[config.mk]
export PLATFORM = sky130hd
export DESIGN_NAME = result_drain
export DESIGN_NICKNAME = d
export VERILOG_FILES = /design/src/rtl/result_drain.sv
export SDC_FILE = /design/constraint.sdc
export NUM_CORES = 1
export LEC_CHECK = 0
export CAP_MARGIN = 20
export CORE_MARGIN = 4
export CORE_UTILIZATION = 43
export CTS_CLUSTER_SIZE = 16
export DETAILED_ROUTE_END_ITERATION = 7
export SLEW_MARGIN = 0
export SYNTH_ARGS = -nofsm -noshare
export SYNTH_HDL_FRONTEND = slang
export SYNTH_SLANG_ARGS = --single-unit
[constraint.sdc]
create_clock -name clk -period 10.1 [get_ports clk]
set_clock_uncertainty 0.05 [all_clocks]
set_input_delay 3.03 -clock clk [delete_from_list [all_inputs] [get_ports clk]]
set_output_delay 3.03 -clock clk [all_outputs]
set_load 0.02 [all_outputs]
[src/rtl/result_drain.sv]
// result_drain: streams a contiguous, wrapping run of output-buffer entries to
// the host over valid/ready. A small credit-controlled FIFO absorbs the
// buffer's 1-cycle read latency so the stream sustains one beat per cycle.
module result_drain #(
    parameter int unsigned NUM_ENTRIES = 16,
    parameter int unsigned ADDR_W      = 4,
    parameter int unsigned DATA_W      = 32,
    parameter int unsigned FIFO_DEPTH  = 4
) (
    input  logic              clk,
    input  logic              rst,
    input  logic              start,
    input  logic [ADDR_W-1:0] base_addr,
    input  logic [ADDR_W:0]   count,
    output logic [ADDR_W-1:0] op_buf_addr,
    output logic              op_buf_rd,
    input  logic [DATA_W-1:0] op_buf_data,
    output logic              m_valid,
    output logic [DATA_W-1:0] m_data,
    output logic              m_last,
    input  logic              m_ready,
    output logic              busy,
    output logic              done
);

    localparam int unsigned CNT_W = ADDR_W + 1;
    localparam int unsigned PTR_W = $clog2(FIFO_DEPTH);
    localparam int unsigned OCC_W = PTR_W + 1;
    localparam int unsigned CRD_W = OCC_W + 1;

    typedef enum logic [1:0] {
        IDLE,
        READ,
        DRAIN,
        DONE
    } state_t;

    state_t             state;
    logic [ADDR_W-1:0]  base_q;
    logic [CNT_W-1:0]   cnt_q;
    logic [CNT_W-1:0]   issued;
    logic [CNT_W-1:0]   beats;
    logic               inflight;

    logic [DATA_W-1:0]  mem [FIFO_DEPTH];
    logic [PTR_W-1:0]   wr_ptr;
    logic [PTR_W-1:0]   rd_ptr;
    logic [OCC_W-1:0]   occ;

    logic               push;
    logic               pop;
    logic [CNT_W-1:0]   count_clamped;
    logic [CRD_W-1:0]   credit_used;
    logic               can_issue;
    logic [CNT_W-1:0]   beats_next;

    // Requests larger than the buffer drain the whole buffer once.
    assign count_clamped = (count > CNT_W'(NUM_ENTRIES)) ? CNT_W'(NUM_ENTRIES) : count;

    // FIFO handshake: returning read data is pushed, host handshake pops.
    assign push = inflight;
    assign pop  = m_valid & m_ready;

    // Stream view of the FIFO head; m_last marks beat number count-1.
    assign m_valid = (occ != '0);
    assign m_data  = mem[rd_ptr];
    assign m_last  = m_valid && (beats == cnt_q - CNT_W'(1));

    // Credits cover stored entries, the read returning now and the read
    // strobed this cycle; a same-cycle pop is deliberately not credited.
    assign credit_used = CRD_W'(occ) + CRD_W'(inflight) + CRD_W'(op_buf_rd);
    assign can_issue   = (issued < cnt_q) && (credit_used < CRD_W'(FIFO_DEPTH));
    assign beats_next  = beats + CNT_W'(pop);

    // Control FSM with registered read strobe/address, busy and done.
    always_ff @(posedge clk or posedge rst) begin
        if (rst) begin
            state       <= IDLE;
            base_q      <= '0;
            cnt_q       <= '0;
            issued      <= '0;
            beats       <= '0;
            op_buf_rd   <= 1'b0;
            op_buf_addr <= '0;
            busy        <= 1'b0;
            done        <= 1'b0;
        end else begin
            done  <= 1'b0;
            beats <= beats_next;
            case (state)
                IDLE: begin
                    op_buf_rd <= 1'b0;
                    if (start) begin
                        base_q <= base_addr;
                        cnt_q  <= count_clamped;
                        beats  <= '0;
                        if (count_clamped == '0) begin
                            issued <= '0;
                            done   <= 1'b1;
                            state  <= DONE;
                        end else begin
                            // First read goes out in the very next cycle.
                            op_buf_rd   <= 1'b1;
                            op_buf_addr <= base_addr;
                            issued      <= CNT_W'(1);
                            busy        <= 1'b1;
                            state       <= READ;
                        end
                    end
                end
                READ: begin
                    if (can_issue) begin
                        op_buf_rd   <= 1'b1;
                        op_buf_addr <= base_q + ADDR_W'(issued);
                        issued      <= issued + CNT_W'(1);
                    end else begin
                        op_buf_rd <= 1'b0;
                    end
                    if (issued == cnt_q) begin
                        state <= DRAIN;
                    end
                end
                DRAIN: begin
                    op_buf_rd <= 1'b0;
                    // All beats handshaken implies FIFO empty and nothing in flight.
                    if (beats_next == cnt_q) begin
                        busy  <= 1'b0;
                        done  <= 1'b1;
                        state <= DONE;
                    end
                end
                DONE: begin
                    op_buf_rd <= 1'b0;
                    state     <= IDLE;
                end
                default: begin
                    op_buf_rd <= 1'b0;
                    busy      <= 1'b0;
                    state     <= IDLE;
                end
            endcase
        end
    end

    // Read-return pipeline flag and skid FIFO storage/pointers.
    always_ff @(posedge clk or posedge rst) begin
        if (rst) begin
            inflight <= 1'b0;
            wr_ptr   <= '0;
            rd_ptr   <= '0;
            occ      <= '0;
            for (int i = 0; i < int'(FIFO_DEPTH); i++) begin
                mem[i] <= '0;
            end
        end else begin
            inflight <= op_buf_rd;
            if (push) begin
                mem[wr_ptr] <= op_buf_data;
                wr_ptr      <= wr_ptr + PTR_W'(1);
            end
            if (pop) begin
                rd_ptr <= rd_ptr + PTR_W'(1);
            end
            occ <= occ + OCC_W'(push) - OCC_W'(pop);
        end
    end

endmodule
# Word level (Yosys, flattened, before mapping)
# Index checks and enable logic that the tools add are counted.
# word_totals
out_inout_bits,41
register_bits,164
wordCells,95
# op_classes
n_addsub,10
order_cmp,6
eq_ne,11
reduce_logical,14
bitwise,3
n_mux,34
# ops
op,count
128-bit bitwise mux,1
32-bit two-way mux,3
32-bit binary-select mux with 2-bit select,1
32-bit demux with 2-bit select,1
5-bit two-way mux,5
5-bit equality test,3
4-bit two-way mux,3
1-bit two-way mux,10
"2-bit != test, second input constant",5
5-bit one-hot mux with 2 select lines,1
2-bit two-way mux,4
2-bit one-hot mux with 4 select lines,1
4-bit one-hot mux with 2 select lines,1
4-bit AND reduction,2
"3-bit >= comparator, second input constant",2
2-bit NOT with 3-bit output,2
3-bit AND reduction,2
5-bit by 1-bit adder with 5-bit output,1
"5-bit by 1-bit adder with 5-bit output, second input constant",1
"5-bit > comparator, second input constant",1
5-bit zero test,1
5-bit < comparator,1
"5-bit by 1-bit subtractor with 5-bit output, second input constant",1
"2-bit by 1-bit adder with 2-bit output, second input constant",2
other kinds (18),23

# Depth between registers and ports, before layout
# logic_depth
depth_word,6
depth_mapped,9
depth_no_buf,9

# Worst setup path before layout
# OpenSTA, ideal clock, no wires.
# synth_timing
kind,flip-flop to output port
from,register cnt_q[0]
to,output m_last
t_arrival_ns,2.148
path_stages_with_launch,7
required_ns,7.020
slack_ns,4.872
cell_sequence,dfrtp_1 inv_1 ha_1 xor2_1 nor3_1 a31oi_1 a2111oi_0
# synth_between
elab_chain_cells,3
# synth_lines
item,line_no,rtl
from (decl),40,logic [CNT_W-1:0] cnt_q;
from (signal assigned),95,cnt_q <= count_clamped;
5-bit by 1-bit subtractor with 5-bit output,67,assign m_last = m_valid && (beats == cnt_q - CNT_W'(1));
5-bit equality test,67,
1-bit logical AND,67,
to (decl),20,"output logic m_last,"
# No other way between the ends.

# Worst setup path in the final report
# layout_timing
from,register rd_ptr[0]
to,output m_data[31]
# layout_between
elab_chain_cells,4
# layout_lines
item,line_no,rtl
from (decl),47,logic [PTR_W-1:0] rd_ptr;
from (signal assigned),162,rd_ptr <= rd_ptr + PTR_W'(1);
2-bit NOT with 3-bit output (not written as such),66,assign m_data = mem[rd_ptr];
32-bit binary-select mux with 2-bit select,66,
32-bit two-way mux (not written as such) (2 in a row),66,
to (decl),19,"output logic [DATA_W-1:0] m_data,"
# No other way between the ends. The select of a mux whose other input is x is not followed.

==> results.md <==
- Outcome: complete, no violations
- Fraction of registers with async set/reset: 1.00
- Slew headroom: 0.329
- Delay of the slowest critical-path stage: 0.63 ns
- Min Tclk post-route: 5.75 ns
- Setup TNS: 0 ns
- Final Wtd Congestion: 0.787
- WL per Instance: 18.8 um
- DRT iter0 DRCs: 139
- Final Setup Violations: 0
- Post-synth EDFFs: 0
- Post-synth top cells: dfrtp_1, mux2_2, mux4_2
- H-tree depth: 4
- Sequential fraction of the synthesis area: 0.523
- Syn avg cell area: 14.1 sq um
- Mapped Area: 7840 sq um
- Largest net degree at the start of global routing: 87
- Layout Nets: 706
- Most frequent cell after synthesis: dfrtp_1
- Area leader, netlist: dfrtp_1
- Hold Vio Cnt, Final: 0
- Total GRT Usage: 0.172
- Crit-path slowest cell: dfrtp_2
- GR Util met3: 0.0415
- Crit Path Max Fanout: 21
- Multi-input logic area: 3550 sq um
- Max-cap viol count: 0
- Clock transition at path regs: 0.06 ns
- Post-CTS sizing: 0
- Power Total: 3550 uW
- Core area: 18000 sq um
- Die area: 20500 sq um
- Post-synth cell types: 55
- Delay-heaviest family, CP: buffers and inverters
- Crit-path cells: buf_4 -> mux4_2 -> clkdlybuf4s50_1
- I/O pins: 86
- Syn_nets: 628
- Met1 usage: 0.230
- Fraction of layout cells with a size suffix above 1: 0.327
- Initial antenna violation count: 1
- Critical Path End Type: output pin
- Number of synthesized register bits: 164
- Clock tree buffer depth: 2
- Crit Path Category: flop to output pin
- Maximum clock frequency: 174 MHz
- Vias: 4864
- WP data required: 7.02 ns
- RSZ-0062 raised after global routing: no
- DRC viols: 0
- Initial DRT Pass Iterations: 5
- VDD IR max: 230 uV
- Mapped Cells: 558
- Top_reg_cell synth: dfrtp_1
- Top-area cell type share of the netlist area: 0.523
- Total gr overflow: 0
- CP startpoint kind: flop
- Setup Fix Bufs, Post-CTS: 0
- First-pass GRT wire length: 27500 um
- Initial Util: 0.436
- Cts bufs inserted: 17
- P_leak: 0.00400 uW
- Reg area: 4110 sq um
- WP data arrival: 2.67 ns
- Fillers: 1522
- Area grow syn2layout: 22.2%
- Post-Route WL: 16500 um
- Post-DR vias/cell: 5.53
- Hold_buf cts: 0
- Clk_lat worst skew: 0.42 ns
- HPWL after DPL: 10600 um
- CTS tree: done
- Crit path buf inv count: 2
- Tcrit/Tclk final: 0.569
- Vias in the first global route: 5245
- Row cnt: 49
- Slew at the pin closest to its max-slew limit: 1.01 ns
- Slew Viols, Final: 0
- Area contributors post-synth: dfrtp_1, mux2_2, mux4_2
- Root Buffer: clkbuf_16
- Yosys warns: 0
- Pwr/cell area: 371 nW/um^2
- Hold Crit Class: flop to flop
- Busiest grt layer: met2
- Detail Route Antenna Nets: 0
- Die Y: 143 um
- GRT met2 Usage: 0.282
- Sink Count: 164
- IO Port Bufs: 85
- Die Width: 143 um
worst paths after layout:
check | slack, ns | cells past startpoint | start | end
max | 4.35 | 3 | rd_ptr[0]$_DFFE_PP0N_ | m_data[31]
max in group asynchronous | 5.38 | 3 | rst | wr_ptr[1]$_DFFE_PP0P_
min reg2reg | 0.42 | 0 | op_buf_rd$_DFF_PP0_ | inflight$_DFF_PP0_
min | 0.42 | 0 | op_buf_rd$_DFF_PP0_ | inflight$_DFF_PP0_
min in group asynchronous | 3.10 | 2 | rst | mem[124]$_DFFE_PP0P_
max reg2reg | 7.30 | 8 | occ[2]$_DFF_PP0_ | busy$_DFFE_PP0P_
cell usage in the layout (no fill, tap or decap), types with 2 or more instances in the layout:
cell type        count
dfrtp_2              2
fa_1                 2
buf_4                2
xor2_1              11
nand3_1              7
or3_1                3
nor3_1              12
nor2_1              17
and3_1               5
a32oi_1              2
dfrtp_1            162
mux2_2             131
a21oi_1              4
a31oi_1              2
a221o_1              3
o22ai_1              4
nand3b_1             6
a21o_1               5
nand2_2              4
and2_1               5
a211oi_1             3
bufinv_16            6
ha_1                23
mux4_2              32
mux2i_1              2
o21ai_0             10
xnor2_1              8
o211ai_1             3
clkinvlp_4           3
inv_6                5
clkbuf_16           17
clkdlybuf4s50_1     85
inv_1               19
nand2_1             17
metal layers:
layer  vias to the layer above  part of all wire  wire, um
li1                       2224                 -         -
met1                      2523              0.45      7470
met2                       102              0.49      8140
met3                        15             0.040       667
met4                         0             0.014       231
met5                         -                 0         0
report_power, final:
group | leakage, uW | internal [uW] | switching, uW
Clock | 0.000324 | 474 | 273
Combinational | 0.00174 | 888 | 695
Sequential | 0.00193 | 989 | 236
state kept, by name, summed over array words and instances, names as in the netlist, 3 cells and up:
register / cells
base_q: 4
beats: 5
cnt_q: 5
issued: 5
mem: 128
occ: 3
op_buf_addr: 4
cells by family (layout without fill, tap and decap cells):
kind of cell    Yosys count  in the layout  synth area share
xor+xnor                 19             19            0.0212
flops                   164            164             0.523
simple gates             83             83            0.0541
buf+inv                  49            140            0.0247
other cells               0              1                 0
fa+ha+maj                25             25            0.0418
mux                     165            165             0.283
compound gates           53             53            0.0520
stage by stage:
| stage | worst slack, ns | hold WS (ns) | util | cell area, sq um | std cells |
|---|---|---|---|---|---|
| after global routing | 4.14 | 0.429 | 0.533 | 9580 | 879 |
| after detailed placement | 4.72 | 0.387 | 0.495 | 8890 | 846 |
| after global placement | 4.73 | 0.407 | 0.495 | 8890 | 846 |
| after CTS | 4.26 | 0.416 | 0.533 | 9580 | 878 |
| after floorplan | 2.59 | 0.423 | - | 7840 | 558 |
| final | 4.35 | 0.419 | 0.533 | 9580 | 879 |
cell type report:
type / instances / area share
clock inverters: 14 / 0.0257
flip-flops and latches: 164 / 0.429
diodes: 1 / 0.000261
repair buffers: 87 / 0.0904
inverters: 21 / 0.00875
multi-input cells: 345 / 0.371
well taps: 229 / 0.0299
clock buffers: 18 / 0.0458
worst register-to-register path, cell delays in order, from the launching register on:
cell and delay (ns):
dfrtp_1 0.40, or3_1 0.45, and2_1 0.27, ha_1 0.23, ha_1 0.30, xor2_1 0.15, nor3_1 0.38, nand3_1 0.20
a22o_1 0.27
Power figures use the tool's default switching activity.
